$ cat src/rtl/multi_cycle_control_pkg.sv
// Shared LEGv8 multi-cycle control definitions: state codes, opcode constants,
// datapath select encodings and the per-state Moore control decode.
package multi_cycle_control_pkg;

   typedef enum logic [3:0] {
      ST_FETCH  = 4'd0,
      ST_DECODE = 4'd1,
      ST_MEMADR = 4'd2,
      ST_MEMRD  = 4'd3,
      ST_MEMWB  = 4'd4,
      ST_MEMWR  = 4'd5,
      ST_EXEC   = 4'd6,
      ST_RWB    = 4'd7,
      ST_CBZ    = 4'd8,
      ST_BR     = 4'd9,
      ST_HALT   = 4'd10
   } state_t;

   typedef enum logic [2:0] {
      CLS_LOAD    = 3'd0,
      CLS_STORE   = 3'd1,
      CLS_RTYPE   = 3'd2,
      CLS_CBZ     = 3'd3,
      CLS_B       = 3'd4,
      CLS_ILLEGAL = 3'd5
   } op_class_t;

   localparam logic [10:0] OPC_LDUR    = 11'b11111000010;
   localparam logic [10:0] OPC_STUR    = 11'b11111000000;
   localparam logic [10:0] OPC_ADD     = 11'b10001011000;
   localparam logic [10:0] OPC_SUB     = 11'b11001011000;
   localparam logic [10:0] OPC_AND     = 11'b10001010000;
   localparam logic [10:0] OPC_ORR     = 11'b10101010000;
   localparam logic [7:0]  OPC_CBZ_PFX = 8'b10110100;
   localparam logic [5:0]  OPC_B_PFX   = 6'b000101;

   localparam logic [1:0] SIGNOP_D  = 2'b00;
   localparam logic [1:0] SIGNOP_B  = 2'b01;
   localparam logic [1:0] SIGNOP_CB = 2'b10;

   localparam logic [1:0] ALUSRCB_REG   = 2'b00;
   localparam logic [1:0] ALUSRCB_FOUR  = 2'b01;
   localparam logic [1:0] ALUSRCB_IMM   = 2'b10;
   localparam logic [1:0] ALUSRCB_IMMX4 = 2'b11;

   localparam logic [1:0] ALUOP_ADD   = 2'b00;
   localparam logic [1:0] ALUOP_PASSB = 2'b01;
   localparam logic [1:0] ALUOP_RTYPE = 2'b10;

   // The *_ready / *_zero bits mark enables that are further qualified by
   // MemReady or Zero in the same cycle; everything else is pure Moore.
   typedef struct packed {
      logic       mem_read;
      logic       mem_write;
      logic       reg_write;
      logic       mem_to_reg;
      logic       reg2loc;
      logic       pc_src;
      logic       pc_wr_always;
      logic       pc_wr_zero;
      logic       pc_wr_ready;
      logic       ir_wr_ready;
      logic [1:0] alu_src_b;
      logic [1:0] alu_op;
      logic [1:0] sign_op;
   } ctrl_t;

   function automatic ctrl_t decode_ctrl(input state_t s);
      ctrl_t c;
      c = '0;
      case (s)
         ST_FETCH: begin
            c.mem_read    = 1'b1;
            c.alu_src_b   = ALUSRCB_FOUR;
            c.pc_wr_ready = 1'b1;
            c.ir_wr_ready = 1'b1;
         end
         ST_MEMADR: begin
            c.sign_op   = SIGNOP_D;
            c.alu_src_b = ALUSRCB_IMM;
            c.alu_op    = ALUOP_ADD;
         end
         ST_MEMRD: c.mem_read = 1'b1;
         ST_MEMWB: begin
            c.reg_write  = 1'b1;
            c.mem_to_reg = 1'b1;
         end
         ST_MEMWR: begin
            c.mem_write = 1'b1;
            c.reg2loc   = 1'b1;
         end
         ST_EXEC: begin
            c.alu_src_b = ALUSRCB_REG;
            c.alu_op    = ALUOP_RTYPE;
         end
         ST_RWB: c.reg_write = 1'b1;
         ST_CBZ: begin
            c.sign_op    = SIGNOP_CB;
            c.reg2loc    = 1'b1;
            c.alu_op     = ALUOP_PASSB;
            c.pc_src     = 1'b1;
            c.pc_wr_zero = 1'b1;
         end
         ST_BR: begin
            c.sign_op      = SIGNOP_B;
            c.alu_src_b    = ALUSRCB_IMMX4;
            c.pc_wr_always = 1'b1;
            c.pc_src       = 1'b1;
         end
         default: c = '0;
      endcase
      return c;
   endfunction

endpackage

$ cat src/rtl/multi_cycle_control_if.sv
// Controller <-> datapath/memory signal bundle; master is the control unit.
interface multi_cycle_control_if;
   logic [10:0] Opcode;
   logic        Zero;
   logic        MemReady;
   logic        PCWrite;
   logic        IRWrite;
   logic        MemRead;
   logic        MemWrite;
   logic        RegWrite;
   logic [1:0]  ALUSrcB;
   logic [1:0]  ALUOp;
   logic [1:0]  SignOp;
   logic        Reg2Loc;
   logic        MemtoReg;
   logic        PCSrc;
   logic [3:0]  State;
   logic        Fault;

   modport master (
      input  Opcode, Zero, MemReady,
      output PCWrite, IRWrite, MemRead, MemWrite, RegWrite,
             ALUSrcB, ALUOp, SignOp, Reg2Loc, MemtoReg, PCSrc, State, Fault
   );

   modport slave (
      output Opcode, Zero, MemReady,
      input  PCWrite, IRWrite, MemRead, MemWrite, RegWrite,
             ALUSrcB, ALUOp, SignOp, Reg2Loc, MemtoReg, PCSrc, State, Fault
   );
endinterface

$ cat src/rtl/multi_cycle_control_opcode_class.sv
// Combinational LEGv8 opcode classifier: Inst[31:21] -> instruction class.
module opcode_class
   import multi_cycle_control_pkg::*;
(
   input  logic [10:0] opcode,
   output op_class_t   op_class
);

   always_comb begin
      op_class = CLS_ILLEGAL;
      if (opcode == OPC_LDUR) begin
         op_class = CLS_LOAD;
      end else if (opcode == OPC_STUR) begin
         op_class = CLS_STORE;
      end else if (opcode == OPC_ADD || opcode == OPC_SUB ||
                   opcode == OPC_AND || opcode == OPC_ORR) begin
         op_class = CLS_RTYPE;
      end else if (opcode[10:3] == OPC_CBZ_PFX) begin
         op_class = CLS_CBZ;
      end else if (opcode[10:5] == OPC_B_PFX) begin
         op_class = CLS_B;
      end
   end

endmodule

$ cat src/rtl/multi_cycle_control.sv
// LEGv8 multi-cycle control unit with memory wait-limit watchdog and sticky
// fault; HALT is absorbing until Reset.
module multi_cycle_control
   import multi_cycle_control_pkg::*;
#(
   parameter int MAX_WAIT = 15
) (
   input  logic                  CLK,
   input  logic                  Reset,
   multi_cycle_control_if.master bus
);

   localparam int                WAIT_W    = $clog2(MAX_WAIT + 1);
   localparam logic [WAIT_W-1:0] WAIT_LAST = WAIT_W'(MAX_WAIT - 1);

   state_t            state_q, state_d;
   logic [WAIT_W-1:0] wait_q, wait_d;
   logic              fault_q, fault_d;
   logic              is_load_q, is_load_d;
   logic              rst_dly_q;
   ctrl_t             ctrl_q, ctrl_d;
   op_class_t         op_class;
   logic              mem_wait;
   logic              en_block;

   opcode_class u_opcode_class (
      .opcode   (bus.Opcode),
      .op_class (op_class)
   );

   always_comb begin
      state_d   = state_q;
      wait_d    = wait_q;
      fault_d   = fault_q;
      is_load_d = is_load_q;
      // The first FETCH cycle after reset is a bubble: no write enables are
      // allowed, so the fetch is not accepted and no wait cycle is counted.
      mem_wait  = !rst_dly_q &&
                  (state_q == ST_FETCH || state_q == ST_MEMRD || state_q == ST_MEMWR);
      if (mem_wait) begin
         if (bus.MemReady) begin
            wait_d = '0;
            case (state_q)
               ST_FETCH: state_d = ST_DECODE;
               ST_MEMRD: state_d = ST_MEMWB;
               default:  state_d = ST_FETCH;
            endcase
         end else if (wait_q == WAIT_LAST) begin
            wait_d  = '0;
            fault_d = 1'b1;
            state_d = ST_HALT;
         end else begin
            wait_d = wait_q + WAIT_W'(1);
         end
      end else begin
         case (state_q)
            ST_DECODE: begin
               case (op_class)
                  CLS_LOAD: begin
                     state_d   = ST_MEMADR;
                     is_load_d = 1'b1;
                  end
                  CLS_STORE: begin
                     state_d   = ST_MEMADR;
                     is_load_d = 1'b0;
                  end
                  CLS_RTYPE: state_d = ST_EXEC;
                  CLS_CBZ:   state_d = ST_CBZ;
                  CLS_B:     state_d = ST_BR;
                  default: begin
                     state_d = ST_HALT;
                     fault_d = 1'b1;
                  end
               endcase
            end
            ST_MEMADR: state_d = is_load_q ? ST_MEMRD : ST_MEMWR;
            ST_EXEC:   state_d = ST_RWB;
            ST_MEMWB, ST_RWB, ST_CBZ, ST_BR: state_d = ST_FETCH;
            ST_FETCH, ST_MEMRD, ST_MEMWR, ST_HALT: state_d = state_q;
            default: begin
               state_d = ST_HALT;
               fault_d = 1'b1;
            end
         endcase
      end
      ctrl_d = decode_ctrl(state_d);
   end

   always_ff @(posedge CLK) begin
      rst_dly_q <= Reset;
      if (Reset) begin
         state_q   <= ST_FETCH;
         wait_q    <= '0;
         fault_q   <= 1'b0;
         is_load_q <= 1'b0;
         ctrl_q    <= decode_ctrl(ST_FETCH);
      end else begin
         state_q   <= state_d;
         wait_q    <= wait_d;
         fault_q   <= fault_d;
         is_load_q <= is_load_d;
         ctrl_q    <= ctrl_d;
      end
   end

   // Architectural write enables are held off while Reset is high and for
   // one cycle afterwards.
   assign en_block = Reset | rst_dly_q;

   assign bus.PCWrite  = !en_block && (ctrl_q.pc_wr_always ||
                                       (ctrl_q.pc_wr_ready && bus.MemReady) ||
                                       (ctrl_q.pc_wr_zero && bus.Zero));
   assign bus.IRWrite  = !en_block && ctrl_q.ir_wr_ready && bus.MemReady;
   assign bus.RegWrite = !en_block && ctrl_q.reg_write;
   assign bus.MemWrite = !en_block && ctrl_q.mem_write;
   assign bus.MemRead  = ctrl_q.mem_read;
   assign bus.ALUSrcB  = ctrl_q.alu_src_b;
   assign bus.ALUOp    = ctrl_q.alu_op;
   assign bus.SignOp   = ctrl_q.sign_op;
   assign bus.Reg2Loc  = ctrl_q.reg2loc;
   assign bus.MemtoReg = ctrl_q.mem_to_reg;
   assign bus.PCSrc    = ctrl_q.pc_src;
   assign bus.State    = state_q;
   assign bus.Fault    = fault_q;

endmodule
$ cat src/flat_wrapper.sv
// flat-port wrapper written by rule: the top's interface ports become plain ports
module multi_cycle_control_flat import multi_cycle_control_pkg::*;
#(
   parameter int MAX_WAIT = 15
)
  (CLK, Reset, bus_Opcode, bus_Zero, bus_MemReady, bus_PCWrite, bus_IRWrite, bus_MemRead, bus_MemWrite, bus_RegWrite, bus_ALUSrcB, bus_ALUOp, bus_SignOp, bus_Reg2Loc, bus_MemtoReg, bus_PCSrc, bus_State, bus_Fault);
  multi_cycle_control_if bus_i ();
  input  logic CLK;
  input  logic Reset;
  input wire logic [$bits(bus_i.Opcode)-1:0] bus_Opcode;
  input wire logic [$bits(bus_i.Zero)-1:0] bus_Zero;
  input wire logic [$bits(bus_i.MemReady)-1:0] bus_MemReady;
  output wire logic [$bits(bus_i.PCWrite)-1:0] bus_PCWrite;
  output wire logic [$bits(bus_i.IRWrite)-1:0] bus_IRWrite;
  output wire logic [$bits(bus_i.MemRead)-1:0] bus_MemRead;
  output wire logic [$bits(bus_i.MemWrite)-1:0] bus_MemWrite;
  output wire logic [$bits(bus_i.RegWrite)-1:0] bus_RegWrite;
  output wire logic [$bits(bus_i.ALUSrcB)-1:0] bus_ALUSrcB;
  output wire logic [$bits(bus_i.ALUOp)-1:0] bus_ALUOp;
  output wire logic [$bits(bus_i.SignOp)-1:0] bus_SignOp;
  output wire logic [$bits(bus_i.Reg2Loc)-1:0] bus_Reg2Loc;
  output wire logic [$bits(bus_i.MemtoReg)-1:0] bus_MemtoReg;
  output wire logic [$bits(bus_i.PCSrc)-1:0] bus_PCSrc;
  output wire logic [$bits(bus_i.State)-1:0] bus_State;
  output wire logic [$bits(bus_i.Fault)-1:0] bus_Fault;
  assign bus_i.Opcode = bus_Opcode;
  assign bus_i.Zero = bus_Zero;
  assign bus_i.MemReady = bus_MemReady;
  assign bus_PCWrite = bus_i.PCWrite;
  assign bus_IRWrite = bus_i.IRWrite;
  assign bus_MemRead = bus_i.MemRead;
  assign bus_MemWrite = bus_i.MemWrite;
  assign bus_RegWrite = bus_i.RegWrite;
  assign bus_ALUSrcB = bus_i.ALUSrcB;
  assign bus_ALUOp = bus_i.ALUOp;
  assign bus_SignOp = bus_i.SignOp;
  assign bus_Reg2Loc = bus_i.Reg2Loc;
  assign bus_MemtoReg = bus_i.MemtoReg;
  assign bus_PCSrc = bus_i.PCSrc;
  assign bus_State = bus_i.State;
  assign bus_Fault = bus_i.Fault;
  multi_cycle_control #(.MAX_WAIT(MAX_WAIT)) u_core (.CLK(CLK), .Reset(Reset), .bus(bus_i));
endmodule
$ cat config.mk
export PLATFORM = sky130hd
export DESIGN_NAME = multi_cycle_control_flat
export DESIGN_NICKNAME = d
export VERILOG_FILES = /design/src/rtl/multi_cycle_control_pkg.sv /design/src/rtl/multi_cycle_control_if.sv /design/src/rtl/multi_cycle_control_opcode_class.sv /design/src/rtl/multi_cycle_control.sv /design/src/flat_wrapper.sv
export SDC_FILE = /design/constraint.sdc
export NUM_CORES = 1
export LEC_CHECK = 0
export ABC_AREA = 1
export ABC_CLOCK_PERIOD_IN_PS = 5100
export BUFFER_PORTS_ARGS = -buffer_cell sky130_fd_sc_hd__buf_2
export CORE_UTILIZATION = 50
export DETAILED_ROUTE_END_ITERATION = 10
export GPL_TIMING_DRIVEN = 0
export PLACE_DENSITY = 0.8
export SYNTH_ARGS = -nofsm -noshare
export SYNTH_HDL_FRONTEND = slang
export SYNTH_SLANG_ARGS = --single-unit
$ cat constraint.sdc
create_clock -name CLK -period 5.1 [get_ports CLK]
set_clock_uncertainty 0.15 [all_clocks]
set_input_delay 1.02 -clock CLK [delete_from_list [all_inputs] [get_ports CLK]]
set_output_delay 1.02 -clock CLK [all_outputs]
set_load 0.02 [all_outputs]
==> impl_metrics.tcl <==
set metrics [dict create \
    status "complete, no violations" \
    synthDistinctLibCells 30 \
    cp_cell_sequence "buf_2, clkinv_1, nand2_1, nor2_1, buf_2" \
    wire_per_inst_um 10.2 \
    min_path_cells 1 \
    portBuffers 33 \
    place.gp.congestion 0.875 \
    fin_hold_ws_ns 0.354 \
    worstSetupPathType "primary input to output port" \
    rsz0062_at_grt "false" \
    ir_drop_mv 0.313 \
    ctsLongestPathBuffers 2 \
    die_w_um 54.3 \
    reg2regPathDepth 10 \
    synth_area_um2 1370 \
    yosysTopAreaCell "dfxtp_1" \
    cts_root_buf "clkbuf_4" \
    maxSlewViolCount 0 \
    hold_path_class "flop to flop" \
    relSlewSlack 0.807 \
    crit_path_frequent_cell "buf_2" \
    grt_pass1_wl_um 4390 \
    drcViolationCount 0 \
    ys_ff_latch 24 \
    synth.yosys.seq_area_share 0.352 \
    num_io_pins 34 \
    fmax_mhz 330 \
    placed_area_um2 1570 \
    reg2reg_from "u_core.bus.State[1]$_SDFF_PP0_" \
    finalWirelength_um 2730 \
    ant_nets 0 \
    setup_viol 0 \
    grt_pass1_vias 1101 \
    cp_max_fo 10 \
    cp-start-kind "primary input" \
    place_ws_ns 2.08 \
    fin_nets 255 \
    grt_max_degree 15 \
    die-area_um2 2940 \
    core_um2 2520 \
    yosys.area.top_type_share 0.352 \
    cts_inserted_buffers 3 \
    ys_warn_count 0 \
    cts_tree "built" \
    grt_usage 0.206 \
    fin_crit_ns 3.03 \
    syn2layout_area_growth_pct 18.7 \
    start_util 0.541 \
    cp_slowest_cell "clkinv_1" \
    die_h_um 54.3 \
    viasPerCell 4.84 \
    power_density_nw_per_um2 352 \
    netlist_instances 200 \
    fin_tns_setup_ns 0 \
    num_vias 1292 \
    placementRows 18 \
    num_antenna_cells 0 \
    crit_required_ns 3.93 \
    cts_setup_buffers 0 \
    synthTopCellsByArea "dfxtp_1, nand2_1, nor2_1" \
    syn_nets 217 \
    dr.pass1.iters 4 \
    hp-start "u_core.wait_q[2]$_SDFFE_PP0P_" \
    grt-ovfl-total 0 \
    cts_hold_buf 0 \
    max_cap_viol_count 0 \
    drive_gt1_frac 0.300 \
    worstMarginPinSlew_ns 0.288 \
    place_hpwl_um 2240 \
    setup_slack_ns 2.07 \
    cpPeakStageDelay_ns 0.26 \
    worstSetupEndpointType "output port" \
    path_clk_slew_ns 0.12 \
    p_leak_nw 0.927 \
    post-route-cell-area_um2 1620 \
    post-route-period-util 0.595 \
    drt_iter0_markers 22 \
    worst_ep_arrival_time_ns 1.86 \
    clk_latency_ns 0.31 \
    hold_viol_final 0 \
    antenna_found_initial 0 \
    ctsResizeCount 0 \
    htreeDepth 1 \
    setup.worst_path.start "Reset" \
    clock_sinks 24 \
    syn_area_per_cell_um2 6.83 \
]
-- sequential cells by signal, summed over array words and instances (netlist names) --
register / cells
u_core.bus.ALUOp: 1
u_core.bus.ALUSrcB: 2
u_core.bus.Fault: 1
u_core.bus.MemRead: 1
u_core.bus.MemtoReg: 1
u_core.bus.PCSrc: 1
u_core.bus.Reg2Loc: 1
u_core.bus.SignOp: 2
u_core.bus.State: 4
u_core.ctrl_q: 4
u_core.is_load_q: 1
u_core.rst_dly_q: 1
u_core.wait_q: 4
-- final timing paths --
kind                                                       to  slack (ns)
worst min-delay path            u_core.wait_q[2]$_SDFFE_PP0P_        0.35
worst min register to register  u_core.wait_q[2]$_SDFFE_PP0P_        0.35
worst max-delay path                             bus_MemWrite        2.07
worst max register to register  u_core.bus.MemRead$_SDFF_PP1_        3.21
-- routing by layer --
metal,GRT usage,part of all wire,wire (µm)
met1,0.249,0.48,1310
met2,0.356,0.48,1300
met3,0.0611,0.039,106
met4,0.0470,0.0029,8
met5,0,0,0
-- report_power, final --
group	leakage (nW)	switching, mW	internal [mW]
Sequential	0.196	0.0152	0.211
Combinational	0.704	0.134	0.0740
Clock	0.0279	0.0559	0.0795
-- synth_stat cells (all sizes together) --
library cell  number
buf                7
nor4               2
a21o               1
dfxtp             24
nand2             58
nand4              5
ha                 2
o21ai              2
xor2               1
a21oi              7
nor3               6
a211oi             1
o22ai              2
o21bai             1
nand3             13
a31oi              1
clkinv             2
inv               29
nor2              35
o21a               1
-- stage by stage --
step / total power [mW] / cells / utilization
3_5_place_dp: 0.439 / 263 / 0.622
2_1_floorplan: 0.388 / 200 / -
5_1_grt: 0.607 / 267 / 0.642
6_report: 0.570 / 267 / 0.642
4_1_cts: 0.571 / 267 / 0.642
3_3_place_gp: 0.434 / 263 / 0.622
-- cell families after synthesis --
group | Yosys count | synth area share
simple gates | 119 | 0.427
buf+inv | 38 | 0.127
flops | 24 | 0.352
compound gates | 16 | 0.0687
fa+ha+maj | 2 | 0.0183
xor+xnor | 1 | 0.00642
-- final cells by class --
type                    count  area, µm²
plain buffers               7       56.3
clock buffers               3       22.5
clock inverters             1       30.0
fillers                   241        902
inverters                  31        118
multi-input cells         138        711
flip-flops and latches     24        480
well taps                  30       37.5
repair buffers             33        165
-- cell usage in the layout, fill, tap and decap left out, drive strengths merged --
master and count:
a211oi 1, xor2 1, inv 29, nor4 2
o22ai 2, nand2 58, a21o 1, nor2 35
o21a 1, o21ai 2, clkbuf 3, buf 40
nor3 6, nand4 5, a21oi 7, clkinv 2
ha 2, dfxtp 24, o21bai 1, nand3 13
bufinv 1, a31oi 1
-- critical path, delay by kind of cell --
family | cells | cell delay [ns]
buf+inv | 3 | 0.55
simple gates | 2 | 0.29
Power figures use the tool's default switching activity.
